## config.mk

```make
export PLATFORM = sky130hd
export DESIGN_NAME = fighter_action_fsm
export DESIGN_NICKNAME = d
export VERILOG_FILES = /design/src/rtl/fighter_pkg.sv /design/src/rtl/frame_tick_gen.sv /design/src/rtl/fighter_action_fsm.sv
export SDC_FILE = /design/constraint.sdc
export NUM_CORES = 1
export LEC_CHECK = 0
export BUFFER_PORTS_ARGS = -buffer_cell sky130_fd_sc_hd__buf_2
export CORE_MARGIN = 1.5
export CORE_UTILIZATION = 54
export DETAILED_ROUTE_END_ITERATION = 8
export PLACE_DENSITY_LB_ADDON = 0.3
export SYNTH_ARGS = -nofsm -noshare
export SYNTH_HDL_FRONTEND = slang
export SYNTH_SLANG_ARGS = --single-unit
export TNS_END_PERCENT = 1
```

## constraint.sdc

```tcl
create_clock -name Clk -period 2.8 [get_ports Clk]
set_clock_uncertainty 0.05 [all_clocks]
set_input_delay 0.14 -clock Clk [delete_from_list [all_inputs] [get_ports Clk]]
set_output_delay 0.14 -clock Clk [all_outputs]
set_load 0.01 [all_outputs]
```

## src/rtl/fighter_pkg.sv

```systemverilog
// rtl/fighter_pkg.sv - shared action encoding and helpers for the fighter sequencer
package fighter_pkg;

  typedef enum logic [2:0] {
    IDLE    = 3'd0,
    WALK_L  = 3'd1,
    WALK_R  = 3'd2,
    WINDUP  = 3'd3,
    ACTIVE  = 3'd4,
    RECOVER = 3'd5,
    STUN    = 3'd6
  } action_t;

  localparam logic [1:0] MOVE_NONE  = 2'b00;
  localparam logic [1:0] MOVE_LEFT  = 2'b01;
  localparam logic [1:0] MOVE_RIGHT = 2'b10;

  // States in which the fighter is free to start an attack or walk
  function automatic logic is_free(input action_t s);
    return (s == IDLE) || (s == WALK_L) || (s == WALK_R);
  endfunction

endpackage

```

## src/rtl/frame_tick_gen.sv

```systemverilog
// rtl/frame_tick_gen.sv - synchronizes the VGA frame clock and emits one tick per frame
module frame_tick_gen (
  input  logic Clk,
  input  logic Reset,
  input  logic frame_clk,
  output logic tick
);

  logic sync1_q;
  logic sync2_q;
  logic prev_q;

  // Two-flop synchronizer followed by a previous-value flop for rising-edge detect
  always_ff @(posedge Clk) begin
    if (Reset) begin
      sync1_q <= 1'b0;
      sync2_q <= 1'b0;
      prev_q  <= 1'b0;
    end else begin
      sync1_q <= frame_clk;
      sync2_q <= sync1_q;
      prev_q  <= sync2_q;
    end
  end

  assign tick = sync2_q & ~prev_q;

endmodule

```

## src/rtl/fighter_action_fsm.sv

```systemverilog
// rtl/fighter_action_fsm.sv - per-player action sequencer advancing once per video frame
module fighter_action_fsm
  import fighter_pkg::*;
#(
  parameter int ATK1_WINDUP  = 4,
  parameter int ATK1_ACTIVE  = 3,
  parameter int ATK1_RECOVER = 6,
  parameter int ATK2_WINDUP  = 6,
  parameter int ATK2_ACTIVE  = 4,
  parameter int ATK2_RECOVER = 10,
  parameter int STUN_FRAMES  = 12
) (
  input  logic       Clk,
  input  logic       Reset,
  input  logic       frame_clk,
  input  logic       left_on,
  input  logic       right_on,
  input  logic       atk1_on,
  input  logic       atk2_on,
  input  logic       hit_in,
  output logic [2:0] state,
  output logic       atk_sel,
  output logic       hitbox_en,
  output logic [1:0] move_dir,
  output logic [3:0] anim_frame,
  output logic       frame_tick
);

  action_t    state_q, state_d;
  logic [3:0] anim_q, anim_d;
  logic       sel_q, sel_d;
  logic       pend1_q, pend1_d;
  logic       pend2_q, pend2_d;
  logic       pend_hit_q, pend_hit_d;
  logic       atk1_prev_q, atk2_prev_q;
  logic       frame_tick_q;
  logic       tick;

  action_t    free_state;
  logic       free_sel;
  logic [3:0] last_frame;
  logic       set1, set2;

  frame_tick_gen u_tick (
    .Clk       (Clk),
    .Reset     (Reset),
    .frame_clk (frame_clk),
    .tick      (tick)
  );

  // Next-state, frame counter and pending-request logic; only a tick moves the state
  always_comb begin
    state_d    = state_q;
    anim_d     = anim_q;
    sel_d      = sel_q;
    free_state = IDLE;
    free_sel   = sel_q;
    last_frame = 4'd0;

    // Attack edges only register while the fighter is free; a tick consumes older
    // pends, while an edge landing on the tick cycle survives for the next frame
    set1       = atk1_on & ~atk1_prev_q & is_free(state_q);
    set2       = atk2_on & ~atk2_prev_q & is_free(state_q);
    pend1_d    = tick ? set1   : (pend1_q | set1);
    pend2_d    = tick ? set2   : (pend2_q | set2);
    pend_hit_d = tick ? hit_in : (pend_hit_q | hit_in);

    // Decision shared by IDLE/WALK and the exit of RECOVER/STUN
    if (pend1_q) begin
      free_state = WINDUP;
      free_sel   = 1'b0;
    end else if (pend2_q) begin
      free_state = WINDUP;
      free_sel   = 1'b1;
    end else if (left_on ^ right_on) begin
      free_state = left_on ? WALK_L : WALK_R;
    end

    case (state_q)
      WINDUP:  last_frame = sel_q ? 4'(ATK2_WINDUP - 1)  : 4'(ATK1_WINDUP - 1);
      ACTIVE:  last_frame = sel_q ? 4'(ATK2_ACTIVE - 1)  : 4'(ATK1_ACTIVE - 1);
      RECOVER: last_frame = sel_q ? 4'(ATK2_RECOVER - 1) : 4'(ATK1_RECOVER - 1);
      STUN:    last_frame = 4'(STUN_FRAMES - 1);
      default: last_frame = 4'd0;
    endcase

    if (tick) begin
      if (pend_hit_q) begin
        state_d = STUN;
        anim_d  = 4'd0;
      end else begin
        case (state_q)
          IDLE, WALK_L, WALK_R: begin
            state_d = free_state;
            sel_d   = free_sel;
            anim_d  = (free_state == state_q) ? anim_q + 4'd1 : 4'd0;
          end
          WINDUP, ACTIVE: begin
            if (anim_q == last_frame) begin
              state_d = (state_q == WINDUP) ? ACTIVE : RECOVER;
              anim_d  = 4'd0;
            end else begin
              anim_d  = anim_q + 4'd1;
            end
          end
          RECOVER, STUN: begin
            if (anim_q == last_frame) begin
              state_d = free_state;
              sel_d   = free_sel;
              anim_d  = 4'd0;
            end else begin
              anim_d  = anim_q + 4'd1;
            end
          end
          default: begin
            state_d = IDLE;
            anim_d  = 4'd0;
          end
        endcase
      end
    end
  end

  // State, counters, pends and key-history registers
  always_ff @(posedge Clk) begin
    if (Reset) begin
      state_q      <= IDLE;
      anim_q       <= 4'd0;
      sel_q        <= 1'b0;
      pend1_q      <= 1'b0;
      pend2_q      <= 1'b0;
      pend_hit_q   <= 1'b0;
      atk1_prev_q  <= 1'b0;
      atk2_prev_q  <= 1'b0;
      frame_tick_q <= 1'b0;
    end else begin
      state_q      <= state_d;
      anim_q       <= anim_d;
      sel_q        <= sel_d;
      pend1_q      <= pend1_d;
      pend2_q      <= pend2_d;
      pend_hit_q   <= pend_hit_d;
      atk1_prev_q  <= atk1_on;
      atk2_prev_q  <= atk2_on;
      frame_tick_q <= tick;
    end
  end

  assign state      = state_q;
  assign atk_sel    = sel_q;
  assign anim_frame = anim_q;
  assign frame_tick = frame_tick_q;
  assign hitbox_en  = (state_q == ACTIVE);
  assign move_dir   = (state_q == WALK_L) ? MOVE_LEFT :
                      (state_q == WALK_R) ? MOVE_RIGHT : MOVE_NONE;

endmodule
```

==> results.md <==
* Outcome: finished, final reports clean
* Synth-to-Final Area Change at 10.0%
* Final setup viols at 0
* End point of the critical path: state[0]$_SDFFE_PP0P_
* Die footprint at 0.00227 mm²
* Clock tree buffer depth at 2
* Pins Over Slew Limit at 0
* Most common cell after layout, fill and taps aside: buf_2
* Yosys cell types at 49
* First-pass GRT wire length at 3580 µm
* Max-cap violation count at 0
* Total power at 0.465 mW
* Initial drt markers at 34
* Initial antenna violation count at 0
* Core ar. at 0.00180 mm²
* Vias per cell at 5.99
* R2R cell count at 6
* CTS resizes at 0
* WS Path Type: reg2reg
* TritonCTS clock tree: built
* Fin nets at 151
* FF-to-FF End: state[0]$_SDFFE_PP0P_
* Avg Inst Size Synth at 8.60 µm²
* Ys Warns at 0
* Largest net degree at the start of global routing at 21
* Post-place setup slack at 446 ps
* #FFs+latches synth at 17
* Maximum vdd drop at approximately 0.37 mV
* Ports at 20
* I/O Buffers at 19
* Clock Pin Slew Worst Setup and Hold Paths at roughly 100 ps
* Utilization after layout at 65.6%
* Most frequent cells in the layout: buf_2 (19), dfxtp_1 (17), nor2_1 (11)
* Drt pass-1 iters at 4
* TNS Setup at 0 ps
* Fin worst setup slack at approximately 380 ps
* Register area share after synthesis at 31.7%
* FF-to-FF Start: state[2]$_SDFFE_PP0P_
* Layout cells sized above 1 at 25.5%
* CTS H-tree depth at 1
* Total GRT Usage at 22.1%
* Depth of the worst hold-timing path at 2
* DRC Markers at 0
* CTS buffer count at 3
* Worst Tran Pin Value at 688 ps
* Post-synth ARST share at 0%
* Worst Path Required at between 2000 and 3000 ps
* Die H at 47.6 µm
* Final cycle utilization of the critical path at between 80 and 90%
* Vias at roughly 990
* Min cycle time layout at approximately 2400 ps
* Initial Util at 59.7%
* WL/cell at 13.8 µm
* Post-synthesis cell area at 0.00107 mm²
* Worst setup path startpoint: state[2]$_SDFFE_PP0P_
* Setup crit start kind: flop
* Hold Path Class: in2reg
* R2R setup slack at 380 ps
* Horiz. Die Dim at 47.6 µm
* Arr. time, crit path at ~2600 ps
* Number of synthesized flops with an enable pin at 0
* CP endpoint kind: flop
* Clock Latency Late Sink at roughly 290 ps
* GRT overflow at 0
* Vias in the first global route at 837
* Worst-path maximum fanout at 20
* Diodes inserted at 0
* Post-synthesis cell count at 125
* Clk Tree Root Cell: clkbuf_4
* Leak Pwr at approximately 0.46 nW
* Power per standard cell area at 393 mW/mm²
* Fmax at 413 MHz
* Synth Flop Type: dfxtp_1
* RSZ-0062 raised after global routing: false
* Syn Nets at 134
* Clock sinks at 17
* Gpl congestion at 0.943
* Final hold violations at 0
* Hold Slack at 4.69 ps
* FP Rows at 15
* Total Wirelength at 2300 µm
* Rel. slew slack at ~54%
* Detail Route Antenna Nets at 0
* Hpwl dp at about 1600 µm
cells by family after synthesis:
kind of cell / synth area share [%]
AND/OR/NAND/NOR: 29.7
flip-flops: 31.7
adder cells (fa/ha/maj): 1.16
buffers and inverters: 8.61
AO/OA/AOI/OAI: 28.9
flip-flops by register name, indices dropped and copies added (netlist names):
signal          flops
pend2_q             1
u_tick.prev_q       1
frame_tick          1
atk1_prev_q         1
u_tick.sync2_q      1
u_tick.sync1_q      1
pend_hit_q          1
atk2_prev_q         1
pend1_q             1
state               3
atk_sel             1
anim_frame          4
per-stage QoR:
stage          cell area (µm²)  cells
2_1_floorplan             1070    125
3_3_place_gp              1140    161
3_5_place_dp              1140    161
4_1_cts                   1180    166
5_1_grt                   1180    166
6_report                  1180    166
worst max-delay path, stage by stage, from the launching register on:
cell and delay, ps:
dfxtp_1 680, nor4bb_1 450, a21oi_1 90, a31oi_2 350, a32oi_4 200, and4_1 240
a311o_1 260
layer usage:
layer  global-route usage (%)  share of wire (%)  wire [µm]  vias to the layer above
li1                         -                  -          -                      497
met1                     28.8                 46       1060                      465
met2                     37.3                 49       1120                       28
met3                     4.91                4.3         99                        4
met4                     4.86               0.65         15                        0
met5                        0                  0          0                        -
how the worst min path moves through the flow:
stage                   start                   endpoint  slack, ps
floorplan               Reset     atk1_prev_q$_SDFF_PP0_        160
global placement       hit_in      pend_hit_q$_SDFF_PP0_        290
detailed placement     hit_in      pend_hit_q$_SDFF_PP0_        300
CTS                 frame_clk  u_tick.sync1_q$_SDFF_PP0_          5
global route        frame_clk  u_tick.sync1_q$_SDFF_PP0_          2
finish              frame_clk  u_tick.sync1_q$_SDFF_PP0_          5
cell usage after synthesis (2+ instances only):
cell type,number,share of area (%)
o221ai_1,2,1.6
buf_6,2,2.1
nor3_1,4,1.9
a32oi_1,2,1.6
nand2b_1,2,1.2
clkbuf_1,2,0.70
a21oi_1,9,4.2
nor2b_1,10,5.8
dfxtp_1,17,32
o211ai_1,4,2.8
a2111oi_2,2,2.8
and2_1,2,1.2
a221oi_1,2,1.6
nor3b_1,2,1.4
buf_2,3,1.4
and3b_2,2,1.9
nand2_1,7,2.4
nor2_1,11,3.8
a41oi_1,2,1.6
inv_1,9,3.1
final cells by class:
| class | instances | area (µm²) |
|---|---|---|
| Inverter | 9 | 33.8 |
| Timing Repair Buffer | 20 | 105 |
| Clock buffer | 3 | 22.5 |
| Tap cell | 25 | 31.3 |
| Clock inverter | 1 | 7.51 |
| Fill cell | 160 | 619 |
| Multi-Input combinational cell | 91 | 642 |
| Sequential cell | 17 | 340 |
where the power goes:
group          internal [mW]  total (mW)  leakage, nW  switching (mW)
sequential             0.251       0.267        0.139          0.0158
clock                 0.0544       0.135       0.0139          0.0804
combinational         0.0287      0.0628        0.304          0.0341
repair_timing:
action                                  in CTS  in global routing
buffers inserted                             0                  0
endpoints found under the setup margin       0                  0
endpoints found under the hold margin        1                  0
hold buffers                                 1                  0
No activity file was read; power rests on OpenSTA's default activity.
